### config.mk
export PLATFORM = sky130hd
export DESIGN_NAME = uart_tx_serializer
export DESIGN_NICKNAME = d
export VERILOG_FILES = /design/src/rtl/uart_tx_serializer.sv
export SDC_FILE = /design/constraint.sdc
export NUM_CORES = 1
export LEC_CHECK = 0
export CAP_MARGIN = 25
export CORE_MARGIN = 1
export CORE_UTILIZATION = 60
export CTS_BUF_LIST = sky130_fd_sc_hd__clkbuf_4
export DETAILED_ROUTE_END_ITERATION = 6
export GPL_TIMING_DRIVEN = 0
export HOLD_SLACK_MARGIN = 0.06
export MAX_ROUTING_LAYER = met4
export PLACE_DENSITY = 0.84
export SLEW_MARGIN = 20
export SYNTH_ARGS = -nofsm -noshare
export SYNTH_HDL_FRONTEND = slang
export SYNTH_SLANG_ARGS = --single-unit
### constraint.sdc
create_clock -name BaudOut -period 2.9 [get_ports BaudOut]
set_input_delay 0.58 -clock BaudOut [delete_from_list [all_inputs] [get_ports BaudOut]]
set_output_delay 0.58 -clock BaudOut [all_outputs]
set_load 0.01 [all_outputs]
### src/rtl/uart_tx_serializer.sv
// UART transmit serializer: one-entry holding buffer feeding a bit-rate frame FSM.
// Frames are start, 5..MAX_DATA data bits, optional parity, then one or two stop bits.
module uart_tx_serializer #(
  parameter int unsigned MAX_DATA   = 9,
  parameter logic        IDLE_LEVEL = 1'b1
) (
  input  logic                BaudOut,
  input  logic                rst,
  input  logic [MAX_DATA-1:0] data_in,
  input  logic [3:0]          data_length,
  input  logic [1:0]          parity_type,
  input  logic                stop_bits,
  input  logic                msb_first,
  input  logic                send,
  output logic                ready,
  output logic                data_out,
  output logic                p_parity_out,
  output logic                tx_active,
  output logic                tx_done
);

  typedef enum logic [2:0] {StIdle, StStart, StData, StParity, StStop1, StStop2} state_e;

  localparam logic [3:0] MaxLen = 4'(MAX_DATA);

  state_e              r_state;
  logic                r_buf_full;
  logic [MAX_DATA-1:0] r_buf_data;
  logic [3:0]          r_buf_len;
  logic                r_buf_par_en;
  logic                r_buf_par;
  logic                r_buf_stop2;
  logic                r_buf_msb;
  logic [MAX_DATA-1:0] r_shift;
  logic [3:0]          r_len;
  logic [3:0]          r_cnt;
  logic                r_par_en;
  logic                r_par;
  logic                r_stop2;
  logic                r_msb;
  logic                r_data_out;
  logic                r_parity_out;
  logic                r_tx_active;
  logic                r_tx_done;

  logic [3:0]          w_len;
  logic                w_par_x;
  logic                w_par;
  logic                w_frame_end;
  logic                w_cur_bit;
  logic [MAX_DATA-1:0] w_shift_nxt;

  always_comb begin
    w_len = data_length;
    if (data_length < 4'd5) begin
      w_len = 4'd5;
    end else if (data_length > MaxLen) begin
      w_len = MaxLen;
    end
    w_par_x = 1'b0;
    for (int unsigned i = 0; i < MAX_DATA; i++) begin
      if (4'(i) < w_len) w_par_x = w_par_x ^ data_in[i];
    end
    case (parity_type)
      2'b01:   w_par = ~w_par_x;
      2'b10:   w_par = w_par_x;
      default: w_par = 1'b0;
    endcase
  end

  assign w_frame_end = ((r_state == StStop1) && !r_stop2) || (r_state == StStop2);
  // MSB-first reads the top of the effective word, so the index follows the latched length.
  assign w_cur_bit   = r_msb ? r_shift[r_len - 4'd1] : r_shift[0];
  assign w_shift_nxt = r_msb ? {r_shift[MAX_DATA-2:0], 1'b0} : {1'b0, r_shift[MAX_DATA-1:1]};

  always_ff @(posedge BaudOut or negedge rst) begin
    if (!rst) begin
      r_state      <= StIdle;
      r_buf_full   <= 1'b0;
      r_buf_data   <= '0;
      r_buf_len    <= 4'd5;
      r_buf_par_en <= 1'b0;
      r_buf_par    <= 1'b0;
      r_buf_stop2  <= 1'b0;
      r_buf_msb    <= 1'b0;
      r_shift      <= '0;
      r_len        <= 4'd5;
      r_cnt        <= '0;
      r_par_en     <= 1'b0;
      r_par        <= 1'b0;
      r_stop2      <= 1'b0;
      r_msb        <= 1'b0;
      r_data_out   <= IDLE_LEVEL;
      r_parity_out <= 1'b0;
      r_tx_active  <= 1'b0;
      r_tx_done    <= 1'b0;
    end else begin
      r_tx_done <= w_frame_end;

      if (send && !r_buf_full) begin
        r_buf_full   <= 1'b1;
        r_buf_data   <= data_in;
        r_buf_len    <= w_len;
        r_buf_par_en <= ^parity_type;
        r_buf_par    <= w_par;
        r_buf_stop2  <= stop_bits;
        r_buf_msb    <= msb_first;
        r_parity_out <= w_par;
      end

      // The parity bit comes from the frame copy so a word accepted mid-frame cannot alter it.
      if ((r_state == StIdle || w_frame_end) && r_buf_full) begin
        r_state     <= StStart;
        r_buf_full  <= 1'b0;
        r_shift     <= r_buf_data;
        r_len       <= r_buf_len;
        r_par_en    <= r_buf_par_en;
        r_par       <= r_buf_par;
        r_stop2     <= r_buf_stop2;
        r_msb       <= r_buf_msb;
        r_data_out  <= 1'b0;
        r_tx_active <= 1'b1;
      end else if (w_frame_end) begin
        r_state     <= StIdle;
        r_data_out  <= IDLE_LEVEL;
        r_tx_active <= 1'b0;
      end else begin
        case (r_state)
          StStart: begin
            r_state    <= StData;
            r_cnt      <= r_len - 4'd1;
            r_data_out <= w_cur_bit;
            r_shift    <= w_shift_nxt;
          end
          StData: begin
            if (r_cnt != 4'd0) begin
              r_cnt      <= r_cnt - 4'd1;
              r_data_out <= w_cur_bit;
              r_shift    <= w_shift_nxt;
            end else if (r_par_en) begin
              r_state    <= StParity;
              r_data_out <= r_par;
            end else begin
              r_state    <= StStop1;
              r_data_out <= 1'b1;
            end
          end
          StParity: begin
            r_state    <= StStop1;
            r_data_out <= 1'b1;
          end
          StStop1: begin
            r_state    <= StStop2;
            r_data_out <= 1'b1;
          end
          default: ;
        endcase
      end
    end
  end

  assign ready        = ~r_buf_full;
  assign data_out     = r_data_out;
  assign p_parity_out = r_parity_out;
  assign tx_active    = r_tx_active;
  assign tx_done      = r_tx_done;

endmodule

-- Word-level counts from Yosys, hierarchy flattened
Cells that the tools add are included.
- $add $sub $neg: 2
- multipliers: 0
- divide/modulo/power cells: 0
- $lt $le $gt $ge: 12
- equality and inequality tests: 11
- shifts and indexed selects: 0
- multiplexer cells: 36
- bitwise gates (word level): 12
- reductions and logical operators: 20
- operators by type and width (cell ; number):
    two-way mux 9 bit ; 4
    two-way mux 1 bit ; 19
    case mux 9 bit (2 select lines) ; 1
    < comparator 3 x 4 -> 1 bit, first input constant ; 4
    two-way mux 3 bit ; 4
    two-way mux 4 bit ; 3
    case mux 3 bit (4 select lines) ; 1
    < comparator 1 x 4 -> 1 bit, first input constant ; 2
    < comparator 2 x 4 -> 1 bit, first input constant ; 2
    case mux 4 bit (2 select lines) ; 1
    subtractor 4 x 1 -> 4 bit, second input constant ; 2
    bitwise XOR 1 bit ; 8
    equality test 3 x 2 -> 1 bit, second input constant ; 2
    equality test 3 bit, second input constant ; 2
    nonzero test 2 bit ; 3
    nonzero test 6 bit ; 1
    < comparator 4 x 5 -> 1 bit, second input constant ; 1
    nonzero test 5 bit ; 1
    binary-select mux 1 bit (select 4 bit) ; 1
    greater-than comparator 4 bit, second input constant ; 1
    < comparator 4 x 3 -> 1 bit, second input constant ; 1
    < comparator 4 bit, first input constant ; 1
    != test 4 bit, second input constant ; 1
    inverter 1 bit ; 4
    other kinds (19) ; 23
- flip-flop bits (word level): 45
- bits in latches: 0
- memory bits (writable): 0
- bits in read-only memories: 0
- output and inout bits: 5
- word-level logic and storage cells: 111
- memories kept: 0

-- Longest topological paths before layout
Gate-level depths: netlist of the first run.
- depth after elaboration: 23
- depth in mapped cells: 8
- mapped depth without buffers: 7

-- Worst setup path before layout of the first run
OpenSTA, ideal clock, no wires.
- path type: register to register
- from: register r_len[0]
- to: register r_data_out, in the netlist data_out
- setup time: 0.080 ns
- arrival: 1.903 ns
- data required time: 2.820 ns
- setup slack: 0.917 ns
- cell stages (with the launch flop): 7
- path buffers: 0
- period minus slack after synthesis: 1.983 ns
- cell sequence: dfstp_2 inv_1 ha_1 mux4_2 a21oi_1 o211ai_1 a32o_1
- word-level cells in the longest chain between the ends: 8
- ends and longest elaborated chain (item ; RTL line ; text):
    from (decl) ; 35 ; logic [3:0] r_len;
    from (signal assigned) ; 116 ; r_len <= r_buf_len;
    subtractor 4 x 1 -> 4 bit * ; 73 ; assign w_cur_bit = r_msb ? r_shift[r_len - 4'd1] : r_shift[0];
    binary-select mux 1 bit (select 4 bit) * ; 73 ;
    two-way mux 1 bit (not written as such) * ; 73 ;
    two-way mux 1 bit * ; 73 ;
    two-way mux 1 bit ; 136 ; if (r_cnt != 4'd0) begin
    case mux 1 bit (3 select lines) * ; 128 ; case (r_state)
    two-way mux 1 bit * ; 123 ; end else if (w_frame_end) begin
    two-way mux 1 bit * ; 112 ; if ((r_state == StIdle || w_frame_end) && r_buf_full) begin
    to (signal assigned) ; 132 ; r_data_out <= w_cur_bit;
    to (signal assigned) ; 138 ; r_data_out <= w_cur_bit;
    to (signal assigned) ; 142 ; r_data_out <= r_par;
    to (decl) ; 41 ; logic r_data_out;
Mark *: on every way between the ends. The rest lies on a longest branch, timed or not. The select of a mux whose other input is x is not followed.
A chain may end at the register's enable or synchronous reset.

-- Worst setup path after layout of the first run
- from: register r_cnt[0]
- to: register r_shift[8]
- word-level cells in the longest chain between the ends: 3
- ends and longest elaborated chain (item ; RTL line ; text):
    from (decl) ; 36 ; logic [3:0] r_cnt;
    from (signal assigned) ; 131 ; r_cnt <= r_len - 4'd1;
    from (signal assigned) ; 137 ; r_cnt <= r_cnt - 4'd1;
    nonzero test 4 bit ; 136 ;
    != test 3 bit (no source line) ; - ;
    AND reduction 3 bit (no source line) ; - ;
    to (signal assigned) ; 115 ; r_shift <= r_buf_data;
    to (signal assigned) ; 133 ; r_shift <= w_shift_nxt;
    to (signal assigned) ; 139 ; r_shift <= w_shift_nxt;
    to (decl) ; 34 ; logic [MAX_DATA-1:0] r_shift;
No other way between the ends.

==> impl_metrics.py, run 1 <==
metrics = {
    "run_status": {
        "status": "completed",
    },
    "cells_and_area": {
        "area_delta_synth_final_pct": 16.7,
        "fin_util": 0.741,
        "diodes": 0,
        "final_common_cell": "dfrtp_1",
        "finalNonFillerCells": 295,
        "final_cell_mix": "dfrtp_1, clkdlybuf4s50_1, nand2_1, nor2_1, mux2_2",
        "drive_above_1_share": 0.162,
        "num-nets-final": 270,
    },
    "power": {
        "peakVddDrop_uv": 671,
        "p_per_area_mw_per_mm2": 1140,
        "power.leakage_nw": 1.20,
    },
    "route": {
        "dr.max_layer_used": "met4",
        "wl_met2_mm": 2.32,
        "drt_wl_total_mm": 4.68,
        "drt_iter0_markers": 130,
        "drcViolationCount": 0,
        "met1_length_mm": 2.13,
        "dr.pass1.iters": 4,
        "via_per_inst": 5.81,
        "wl_met3_um": 184,
        "drtAntennaViolNets": 0,
        "vias": 1715,
        "routedWlPerCell_um": 15.9,
    },
    "sta": {
        "finalSetupTns_ns": 0,
        "worst_pin_slew_ns": 0.601,
        "hold_viol": 0,
        "post-route-period-util": 0.764,
        "rsz0062_at_grt": "false",
        "setup_viol": 0,
        "fin_skew_ns": 0.00901,
        "fmax_mhz": 452,
        "drv_slew": 0,
        "worst_hold_slack_ns": 0.0891,
        "relSlewSlack": 0.599,
        "layout_min_cycle_time_ns": 2.21,
    },
    "clock_tree": {
        "root_buffer": "clkbuf_4",
        "cts_tree": "yes",
        "cts_resized": 0,
        "clk_latency_ns": 0.37,
        "cts_buffers": 5,
        "ctsHoldBuffers": 0,
        "htreeDepth": 2,
        "clkTransAtPathRegs_ns": 0.13,
        "cts_num_sinks": 45,
        "post_cts_buffers": 0,
        "clockBufferDepth": 2,
    },
    "yosys": {
        "synth_fp_nets": 238,
        "syn_area_mm2": 0.00236,
        "synthCells": 214,
        "yosysWarnings": 0,
        "ys_ff_latch": 45,
        "ys_async_sr_fraction": 1.00,
        "avgSynthCellArea_um2": 11.0,
        "synth_ff_type": "dfrtp_1",
        "synth-edff-count": 0,
        "synthDistinctLibCells": 52,
        "yosysSeqAreaShare": 0.480,
    },
    "grt": {
        "grt_max_degree": 33,
        "first_global_vias": 1619,
        "grt_pass1_wl_mm": 7.85,
        "antenna_found_initial": 0,
        "gr-total-overflow": 0,
        "globalRouteTotalUtil": 0.262,
    },
    "job": {
        "drv_cap": 0,
    },
    "floorplanning": {
        "row_count": 22,
        "die_height_um": 64.7,
        "start_util": 0.635,
        "dieArea_mm2": 0.00419,
        "die_x_um": 64.7,
        "ioPinCount": 25,
        "core_mm2": 0.00372,
    },
    "setup_path": {
        "required_ns": 3.18,
        "cp-startpoint": "r_cnt[0]",
        "crit_path_max_incr_delay_ns": 0.50,
        "slowest_stage": "a21oi_1",
        "path_cells": "inv_1 -> ha_1 -> or3b_1 -> nand3b_1 -> a21oi_1 -> buf_2 -> nand3_1 -> o221ai_1",
        "cp.arrival_ns": 2.49,
        "crit_path_max_fanout": 10,
        "end_kind": "flip-flop",
        "crit_path_start_kind": "flip-flop",
        "reg2reg_from": "r_cnt[0]",
        "critPathKind": "flip-flop to flip-flop",
    },
    "placement": {
        "post-dp-hpwl_mm": 3.53,
        "gp_congestion": 0.839,
        "dpl.cell_count": 287,
        "port_buffers": 24,
    },
    "worst_hold_path": {
        "hold_path_class": "input port to asynchronous set/reset pin",
    },
}
==> final cells by class <==
cell class	count	area, um^2
Buffer	10	42.5
Clock buffer	6	45.0
Clock inverter	2	33.8
Fill cell	260	961
Inverter	10	37.5
Multi-Input combinational cell	149	1150
Sequential cell	45	1130
Tap cell	48	60.1
Timing Repair Buffer	25	255
==> where the power goes <==
part	total [mW]	switching, mW	internal, mW
logic	1.53	0.754	0.772
clock network	0.389	0.200	0.189
registers	1.23	0.262	0.967
total	3.14	1.22	1.93
==> per-layer routing <==
metal	up-vias	global-route usage
met3	5	0.0581
met2	47	0.415
met4	0	0.0694
met5	-	-
li1	840	-
met1	823	0.340
==> registers in the layout, summed over array words and instances (netlist names), 3 cells and up <==
register,count
r_cnt,4
r_shift,9
r_len,4
r_buf_len,4
r_buf_data,9
r_state,3
==> cells in the mapped netlist (all sizes together) (2+ instances only) <==
cell / count / area, um^2
dfrtp: 40 / 1000
nand2: 23 / 88.8
mux2: 21 / 236
nor2: 15 / 56.3
o21ai: 11 / 55.1
inv: 10 / 37.5
mux2i: 8 / 80.1
o221a: 7 / 78.8
a21oi: 6 / 30.0
clkbuf: 6 / 22.5
dfstp: 5 / 131
nand2b: 5 / 31.3
nand3: 5 / 25.0
buf: 4 / 20.0
ha: 4 / 50.1
o211ai: 4 / 30.0
nand3b: 3 / 22.5
xnor2: 3 / 41.3
mux4: 2 / 45.0
nor3: 2 / 10.0
o221ai: 2 / 17.5
o22ai: 2 / 12.5
or2: 2 / 12.5
==> metrics by stage <==
| step | power (mW) | cell area (um^2) | setup slack [ns] |
|---|---|---|---|
| floorplan | 2.33 | 2360 | 0.917 |
| global placement | 2.68 | 2660 | 0.0600 |
| detailed placement | 2.76 | 2680 | 0.453 |
| CTS | 3.14 | 2760 | 0.723 |
| global route | 3.36 | 2760 | 0.588 |
| finish | 3.14 | 2760 | 0.685 |
==> cells by family (layout without fill, tap and decap cells) <==
logic type	Yosys count	after routing	share of synthesized area
compound gates	46	46	0.145
xor+xnor	6	6	0.0413
fa+ha+maj	4	4	0.0212
buf+inv	20	53	0.0339
flops	45	45	0.480
mux	31	31	0.153
simple gates	62	62	0.126
==> worst paths after layout <==
path / to / slack (ns) / depth (start not counted)
min in group BaudOut: r_stop2 / 0.49 / 1
hold / removal: r_state[1] / 0.09 / 1
hold reg to reg: r_stop2 / 0.49 / 1
setup / recovery: r_shift[8] / 0.69 / 8
setup reg to reg: r_shift[8] / 0.69 / 8
max in group asynchronous: r_len[2] / 2.26 / 2
==> critical path: cells and delay by family, from the launching register on <==
kind	cells	cell delay (ns)
AOI/OAI and AO/OA	2	0.62
and+or+nand+nor	3	0.51
DFF	1	0.39
buffers and inverters	2	0.39
adders and majority gates	1	0.24
(Power assumes the default switching activity.)
==> inputs of run 2 (changes only) <==
--- a/config.mk
+++ b/config.mk
@@ -7,13 +7,13 @@
 export LEC_CHECK = 0
 export CAP_MARGIN = 25
 export CORE_MARGIN = 1
-export CORE_UTILIZATION = 60
+export CORE_UTILIZATION = 58
 export CTS_BUF_LIST = sky130_fd_sc_hd__clkbuf_4
 export DETAILED_ROUTE_END_ITERATION = 6
 export GPL_TIMING_DRIVEN = 0
 export HOLD_SLACK_MARGIN = 0.06
 export MAX_ROUTING_LAYER = met4
-export PLACE_DENSITY = 0.84
+export PLACE_DENSITY = 0.81
 export SLEW_MARGIN = 20
 export SYNTH_ARGS = -nofsm -noshare
 export SYNTH_HDL_FRONTEND = slang
==> constraint.sdc (replaced) <==
create_clock -name BaudOut -period 2.3 [get_ports BaudOut]
set_input_delay 0.46 -clock BaudOut [delete_from_list [all_inputs] [get_ports BaudOut]]
set_output_delay 0.46 -clock BaudOut [all_outputs]
set_load 0.01 [all_outputs]
==> run 2 against run 1 <==
  * First-iteration DRC count down 1.5%
  * Flip-flop and latch count did not move
  * Global-route usage decreased by 1.1 points
  * Maximum frequency is 3.1% higher
  * Final cell count rose by 0.34%
  * Sequential share of layout area up 0.19 points
  * Routed wire length fell by 3.5%
  * Non-clock buffer count up 1
==> impl_metrics.py, run 2 (same netlist as run 1, synthesis figures left out) <==
metrics = {
    "run_status": {
        "status": "completed",
    },
    "clock_tree": {
        "clockBufferDepth": 2,
        "htreeDepth": 2,
        "cts_resized": 0,
        "cts_buffers": 5,
        "cts_num_sinks": 45,
        "cts_tree": "yes",
        "clkTransAtPathRegs_ns": 0.13,
        "root_buffer": "clkbuf_4",
        "clk_latency_ns": 0.35,
    },
    "cells_and_area": {
        "diodes": 0,
        "final_common_cell": "dfrtp_1",
        "drive_above_1_share": 0.161,
        "num-nets-final": 271,
        "final_cell_mix": "dfrtp_1, clkdlybuf4s50_1, nand2_1, nor2_1, mux2_2",
        "fin_util": 0.727,
        "finalNonFillerCells": 296,
        "area_delta_synth_final_pct": 16.2,
        "reg.largest.list": "r_buf_data (9), r_shift (9)",
    },
    "grt": {
        "grt_pass1_wl_mm": 7.89,
        "grt_use_met1": 0.336,
        "gr-max-usage-layer": "met2",
        "gr-total-overflow": 0,
        "first_global_vias": 1686,
        "globalRouteTotalUtil": 0.250,
        "antenna_found_initial": 0,
        "gr-usage-met2": 0.388,
        "use_met3": 0.0500,
        "grt_max_degree": 27,
    },
    "setup_path": {
        "path_cells": "inv_1 -> ha_1 -> mux4_2 -> a21oi_1 -> o211ai_1 -> a32o_1",
        "required_ns": 2.60,
        "crit_path_max_fanout": 7,
        "slowest_stage": "dfstp_2",
        "crit_path_start_kind": "flip-flop",
        "path_delay_family": "flip-flops",
        "critPathKind": "flip-flop to flip-flop",
        "end_kind": "flip-flop",
        "critPathBufInv": 1,
        "cp.arrival_ns": 2.45,
        "crit_path_max_incr_delay_ns": 0.62,
    },
    "route": {
        "via_per_inst": 5.90,
        "drtAntennaViolNets": 0,
        "vias": 1747,
        "drt_wl_total_mm": 4.52,
        "drt_iter0_markers": 128,
        "drcViolationCount": 0,
        "routedWlPerCell_um": 15.3,
        "dr.pass1.iters": 5,
    },
    "power": {
        "p_per_area_mw_per_mm2": 1400,
        "p_seq_frac": 0.401,
        "netSwitchingFraction": 0.394,
        "comb_power_share": 0.499,
        "power.leakage_nw": 1.19,
        "p_int_mw": 2.33,
        "peakVddDrop_uv": 637,
        "p_switching_mw": 1.52,
        "clkPwrFrac": 0.100,
    },
    "sta": {
        "post-route-period-util": 0.934,
        "rsz0062_at_grt": "false",
        "relSlewSlack": 0.633,
        "fin_skew_ns": 0.0114,
        "setup_viol": 0,
        "worst_pin_slew_ns": 0.551,
        "fmax_mhz": 465,
        "hold_viol": 0,
        "layout_min_cycle_time_ns": 2.15,
        "drv_slew": 0,
    },
    "placement": {
        "dpl.cell_count": 287,
        "post-dp-hpwl_mm": 3.39,
        "gp_congestion": 0.821,
        "port_buffers": 24,
    },
    "floorplanning": {
        "start_util": 0.626,
        "ioPinCount": 25,
        "die_x_um": 65.8,
        "dieArea_mm2": 0.00433,
        "die_height_um": 65.8,
        "core_mm2": 0.00377,
        "row_count": 22,
    },
    "job": {
        "drv_cap": 0,
    },
    "worst_hold_path": {
        "hold_path_class": "flip-flop to flip-flop",
    },
}
==> run 2: changes by cell type in the layout (fill, tap and decap cells not counted) <==
cell	previous run	this run
bufinv_16	1	0
clkbuf_4	6	7
dlygate4sd3_1	0	1
==> run 2: final timing paths <==
check | from | endpoint | slack, ns | depth (start not counted)
worst max-delay path | r_len[0] | data_out | 0.15 | 6
min in group asynchronous | rst | r_state[1] | 0.58 | 2
worst min register to register | r_buf_par_en | r_buf_par_en | 0.49 | 2
worst min-delay path | r_buf_par_en | r_buf_par_en | 0.49 | 2
max in group asynchronous | rst | r_shift[6] | 1.20 | 3
worst max register to register | r_len[0] | data_out | 0.15 | 6
==> run 2: tightest hold or removal path, stage by stage (launching register included) <==
cell and delay, ns:
dfrtp_1 0.36, nand2_1 0.05, o21ai_0 0.06
==> run 2: area by class of cell <==
cell class / instances / area, um^2
buffer: 10 / 42.5
inverter: 10 / 37.5
clock inverter: 1 / 3.75
sequential: 45 / 1130
timing repair buffer: 26 / 265
fill: 268 / 1030
multi-input combinational: 149 / 1150
clock buffer: 7 / 52.6
tap: 48 / 60.1
==> run 2: power by group through the flow <==
stage / sequential (mW) / clock (mW) / combinational, mW
final: 1.55 / 0.385 / 1.92
after global routing: 1.60 / 0.422 / 2.13
after CTS: 1.54 / 0.392 / 1.93
after detailed placement: 1.56 / 0 / 1.92
after global placement: 1.54 / 0 / 1.85
after floorplan: 1.46 / 0 / 1.48
==> run 2: timing repair <==
action / in CTS / in global routing
setup buffers: 0 / 0
hold buffers: 1 / 0
endpoints found under the hold margin: 2 / 0
==> run 2: stage by stage <==
| step | hold slack (ns) | setup TNS (ns) | setup slack (ns) | total power, mW | instance area, um^2 |
|---|---|---|---|---|---|
| after floorplan | 0.164 | 0 | 0.317 | 2.94 | 2360 |
| after global placement | 0.461 | -16.99 | -0.425 | 3.39 | 2660 |
| after detailed placement | 0.449 | -0.0474 | -0.0474 | 3.48 | 2680 |
| after CTS | 0.496 | 0 | 0.128 | 3.86 | 2740 |
| after global routing | 0.511 | 0 | 0.0272 | 4.15 | 2740 |
| final | 0.492 | 0 | 0.151 | 3.85 | 2740 |
==> run 2: per-layer routing <==
metal | vias to the layer above | wire length, um
met1 | 846 | 2150
met5 | - | 0
met3 | 10 | 179
li1 | 841 | -
met4 | 0 | 59
met2 | 50 | 2130
==> patch 1 (config.mk and constraints of run 2) <==
The 6 states of `state_e` get a one-hot encoding in 6 bits.
--- a/src/rtl/uart_tx_serializer.sv
+++ b/src/rtl/uart_tx_serializer.sv
@@ -19,7 +19,7 @@
   output logic                tx_done
 );
 
-  typedef enum logic [2:0] {StIdle, StStart, StData, StParity, StStop1, StStop2} state_e;
+  typedef enum logic [5:0] {StIdle = 6'b000001, StStart = 6'b000010, StData = 6'b000100, StParity = 6'b001000, StStop1 = 6'b010000, StStop2 = 6'b100000} state_e;
 
   localparam logic [3:0] MaxLen = 4'(MAX_DATA);
 
Function: same outputs for any inputs over 10 cycles, from zero or initial values and one cycle with rst low; not proved beyond that.
==> patch 1 against run 2 <==
  * Via count increased by 6.0%
  * Design area increased by 3.6%
  * Area after synthesis increased by 3.7%
  * Critical path depth increased by 1
  * Setup slack got worse by 0.058 ns
  * Global-route usage increased by 0.21 points
  * Routed wire length increased by 5.2%
  * Sequential share of layout area increased by 1.2 points
  * Clock skew decreased by 0.0013 ns
  * Sequential cell count increased by 3
  * Critical endpoint unchanged
Power is not compared: it rests on default switching activity, and its combinational part moved more than twofold at a synthesized area within 25%.
==> patch 1: results (changes against run 2) <==
met1Wirelength_mm: 2.18  # +1.3%
whs_ns: 0.496  # +0.00331 ns
drtIter0Drc: 158  # +23%
synth_adder_area_share: 0.0204  # -0.000758
clock_cell_area_share: 0.0198  # -0.000723
gp_congestion: 0.785  # -4.4%
hpwl_mm: 3.55  # +4.6%
grt_max_degree: 29  # +7.4%
largestRegisters: "r_buf_data (9), r_shift (9), r_state (6)"
path_max_fanout: 6  # -1
r2r_end: "data_out$_DFFE_PN1P_"
n_fill_cell: 302  # +13%
status: "finished clean"
synth-xor-area-share: 0.0332  # -0.00812
synth_compound_area_frac: 0.145  # about the same
yosys-top-cells-area: "dfrtp_1 (43%), mux2_2 (8.3%), dfstp_2 (6.4%), a221o_1 (3.7%), mux2i_1 (3.7%)"
critPathCaptureType: "register"
wl_met3_um: 174  # -2.8%
slowest_delay_ns: 0.60  # -0.02 ns
use_met2: 0.384  # -0.00392
worstMarginPinSlew_ns: 0.582  # +0.0311 ns
grt_use_met3: 0.0514  # +0.00137
crit_arrival_ns: 2.48  # +0.03 ns
via_count: 1851  # +6.0%
avgSynthCellArea_sq_um: 11.1  # +0.88%
dpl_cell_area_sq_mm: 0.00277  # +3.4%
r2r_slack_ns: 0.09  # -0.06 ns
hold_path_startpoint: "r_buf_len[0]$_DFFE_PN1P_"
ys_types: 49  # -5.8%
multi_input_gates: 151  # +1.3%
seq_area_sq_mm: 0.00121  # +6.7%
cts_sinks: 48  # +6.7%
grt_use_total: 0.252  # +0.00208
reg2reg_depth: 7  # +1
min_to: "r_len[0]$_DFFE_PN1P_"
grt_pass1_vias: 1792  # +6.3%
wl_per_cell_um: 15.6  # +2.4%
nonClockBufferCount: 34  # -5.6%
muxShareOfSynthArea: 0.138  # -0.0152
synth_nets: 244  # +2.5%
grt_first_pass_wirelength_mm: 8.11  # +2.8%
synth.yosys.seq_area_share: 0.494  # +0.0140
ys_top_cells_by_count: "dfrtp_1 (42), nand2_1 (19), mux2_2 (18), nor2_1 (18), inv_1 (13)"
dr.pass1.iters: 4  # -1
nets: 277  # +2.2%
skew_ns: 0.0101  # -0.00134 ns
layout.nonclk_buf_frac: 0.110  # -0.00263
wl_met2_mm: 2.31  # +8.2%
clkbuf_count: 6  # -1
multi_input_area_sq_mm: 0.00115  # +0.55%
drive_gt1_frac: 0.181  # +0.0198
syn_to_final_growth_pct: 16.1  # about the same
inverters: 13  # +3
use_met1: 0.331  # -0.00454
-- patch 1: worst max-delay path, delay by kind of cell (launching register included) --
family,cells,cell delay (ns)
mux,1,0.51
compound gates,3,0.44
simple gates,1,0.10
flops,1,0.60
fa+ha+maj,1,0.38
buf+inv,1,0.09
-- patch 1: cells by family after synthesis --
family | count (synthesis)
and+or+nand+nor | 64
AOI/OAI and AO/OA | 48
DFF | 48
muxes | 29
buffers and inverters | 21
xor gates and xnor gates | 6
adders and majority gates | 4
-- patch 1: power breakdown --
group,switching (mW),internal [mW]
clock network,0.251,0.129
logic,0.0551,0.0816
registers,0.0175,0.873
total,0.323,1.08
-- patch 1: per-stage QoR --
step           std cells  setup WS, ns   util
2_1_floorplan        220         0.114      -
3_3_place_gp         294        -0.574  0.683
3_5_place_dp         295        -0.184  0.687
4_1_cts              303        0.0406  0.702
5_1_grt              304       0.00364  0.706
6_report             304        0.0939  0.706
==> patch 2 (flow settings as in run 2) <==
Made on the original files. The parameter `MAX_DATA` goes from 9 to 11.
--- a/src/rtl/uart_tx_serializer.sv
+++ b/src/rtl/uart_tx_serializer.sv
@@ -1,7 +1,7 @@
 // UART transmit serializer: one-entry holding buffer feeding a bit-rate frame FSM.
 // Frames are start, 5..MAX_DATA data bits, optional parity, then one or two stop bits.
 module uart_tx_serializer #(
-  parameter int unsigned MAX_DATA   = 9,
+  parameter int unsigned MAX_DATA   = 11,
   parameter logic        IDLE_LEVEL = 1'b1
 ) (
   input  logic                BaudOut,
Ports: changed (resized data_in); port bits go from 25 to 27. The function was not compared with the original's and may differ.
==> patch 2 against run 2 <==
  * Design area increased by 9.9%
  * Routed wire length increased by 9.3%
  * Count of clock-buffer cells in the layout decreased by 1
  * Setup slack got worse by 0.031 ns
  * Power increased by 11%
  * Area after synthesis increased by 9.5%
  * First-iteration DRC count increased by 18%
  * Via count increased by 11%
  * Clock skew decreased by 0.0054 ns
  * Combinational power increased by 11%
  * Worst hold slack got worse by 0.37 ns
  * Maximum frequency decreased by 1.4%
  * Sequential cell count increased by 4
  * Critical path type unchanged
==> patch 2: results (changes against run 2) <==
status: "finished clean"
synth.yosys.seq_area_share: 0.477  # -0.00283
final_cells: 337  # +14%
gp_congestion: 0.827  # +0.67%
vias_per_cell: 5.74  # -2.8%
timing.hold.worst.class: "in2async"
path_max_fanout: 4  # -3
r2r_slack_ns: 0.12  # -0.03 ns
switching_share: 0.387  # -0.00730
synth_nets: 277  # +16%
hpwl_mm: 3.69  # +8.8%
dr.pass1.iters: 4  # -1
dp_cells: 327  # +14%
power_leakage_nw: 1.32  # +10%
wl_per_cell_um: 14.7  # -4.0%
skew_ns: 0.00599  # -0.00540 ns
ys_types: 47  # -9.6%
dpl_cell_area_sq_mm: 0.00292  # +9.1%
io_buffers: 25  # +4.2%
antennaDiodeCount: 0  # unchanged
drtIter0Drc: 151  # +18%
nets: 312  # +15%
synthCells: 251  # +17%
largestRegisters: "r_buf_data (11), r_shift (11)"
relSlewSlack: 0.551  # -0.0819
drive_gt1_frac: 0.192  # +0.0303
yosysWarnings: 0  # unchanged
yosys-top-cells-area: "dfrtp_1 (43%), nand2_1 (7.4%), mux2_2 (6.5%), dfstp_2 (5.1%), o21ai_0 (3.9%)"
crit_arrival_ns: 2.48  # +0.03 ns
whs_ns: 0.123  # -0.369 ns
slowest_delay_ns: 0.56  # -0.06 ns
ys_top_cells_by_count: "nand2_1 (51), dfrtp_1 (44), o21ai_0 (20), mux2_2 (15)"
grt_pass1_vias: 1759  # +4.3%
grt_first_pass_wirelength_mm: 8.15  # +3.2%
ir_drop_v: 0.000751  # +18%
reg2reg_depth: 9  # +3
path_delay_family: "multiplexers"
grt_use_total: 0.250  # -0.000561
-- patch 2: cell count changes in the layout (fill, tap and decap cells not counted), moves of 4 or more --
cell,before,now
o221a_1,7,2
nand2_1,22,51
o21ai_0,7,20
dfrtp_1,40,44
o221a_2,0,7
nor2_1,15,10
xnor2_1,1,6
mux2_1,8,0
-- patch 2: layer usage --
| metal | up-vias | track usage | wire length (um) |
|---|---|---|---|
| met2 | 47 | 0.392 | 2370 |
| met3 | 14 | 0.0362 | 160 |
| met5 | - | - | 0 |
| met4 | 0 | 0.112 | 146 |
| li1 | 959 | - | - |
| met1 | 914 | 0.322 | 2260 |
-- patch 2: cell families after synthesis --
kind of cell / count (synthesis) / share of synthesized area
muxes: 26 / 0.119
and+or+nand+nor: 83 / 0.144
adders and majority gates: 4 / 0.0194
DFF: 49 / 0.477
xor gates and xnor gates: 11 / 0.0460
AOI/OAI and AO/OA: 54 / 0.151
buffers and inverters: 24 / 0.0445
-- patch 2: repair_timing --
item | CTS | global route
endpoints found under the setup margin | 1 | 1
gates resized for setup | 0 | 2
gates cloned | 0 | 0
buffers inserted | 2 | 0
pin swaps | 1 | 1
-- patch 2: layout make-up --
type,count,area [sq um]
clock inverter,2,33.8
timing repair buffer,28,288
multi-input combinational,178,1240
buffer,12,70.1
sequential,49,1230
fill,305,1130
tap,50,62.6
inverter,12,45.0
clock buffer,6,45.0
-- patch 2: power groups by stage --
stage	clock network (mW)	logic, mW	registers [mW]
6_report	0.496	2.14	1.64
3_3_place_gp	0	2.00	1.65
4_1_cts	0.505	2.14	1.64
2_1_floorplan	0	1.60	1.58
5_1_grt	0.542	2.37	1.70
3_5_place_dp	0	2.08	1.67
-- patch 2: worst max-delay path by stage --
| stage | from | to | slack (ns) |
|---|---|---|---|
| 2_1_floorplan | r_len[0]$_DFFE_PN1P_ | data_out$_DFFE_PN1P_ | 0.07 |
| 3_5_place_dp | data_in[7] | p_parity_out$_DFFE_PN0P_ | -0.15 |
| 3_3_place_gp | rst | r_buf_len[3]$_DFFE_PN0P_ | -0.60 |
| 5_1_grt | r_len[0]$_DFFE_PN1P_ | data_out$_DFFE_PN1P_ | 0.02 |
| 4_1_cts | r_len[0]$_DFFE_PN1P_ | data_out$_DFFE_PN1P_ | 0.1 |
| 6_report | r_len[0]$_DFFE_PN1P_ | data_out$_DFFE_PN1P_ | 0.12 |
-- patch 2: metrics by stage --
step | util | setup WS (ns) | TNS (ns) | power, mW
CTS | 0.727 | 0.0970 | 0 | 4.29
global placement | 0.699 | -0.600 | -27.01 | 3.66
detailed placement | 0.705 | -0.152 | -0.273 | 3.75
floorplan | - | 0.0740 | 0 | 3.18
finish | 0.727 | 0.120 | 0 | 4.28
global route | 0.727 | 0.0163 | 0 | 4.62
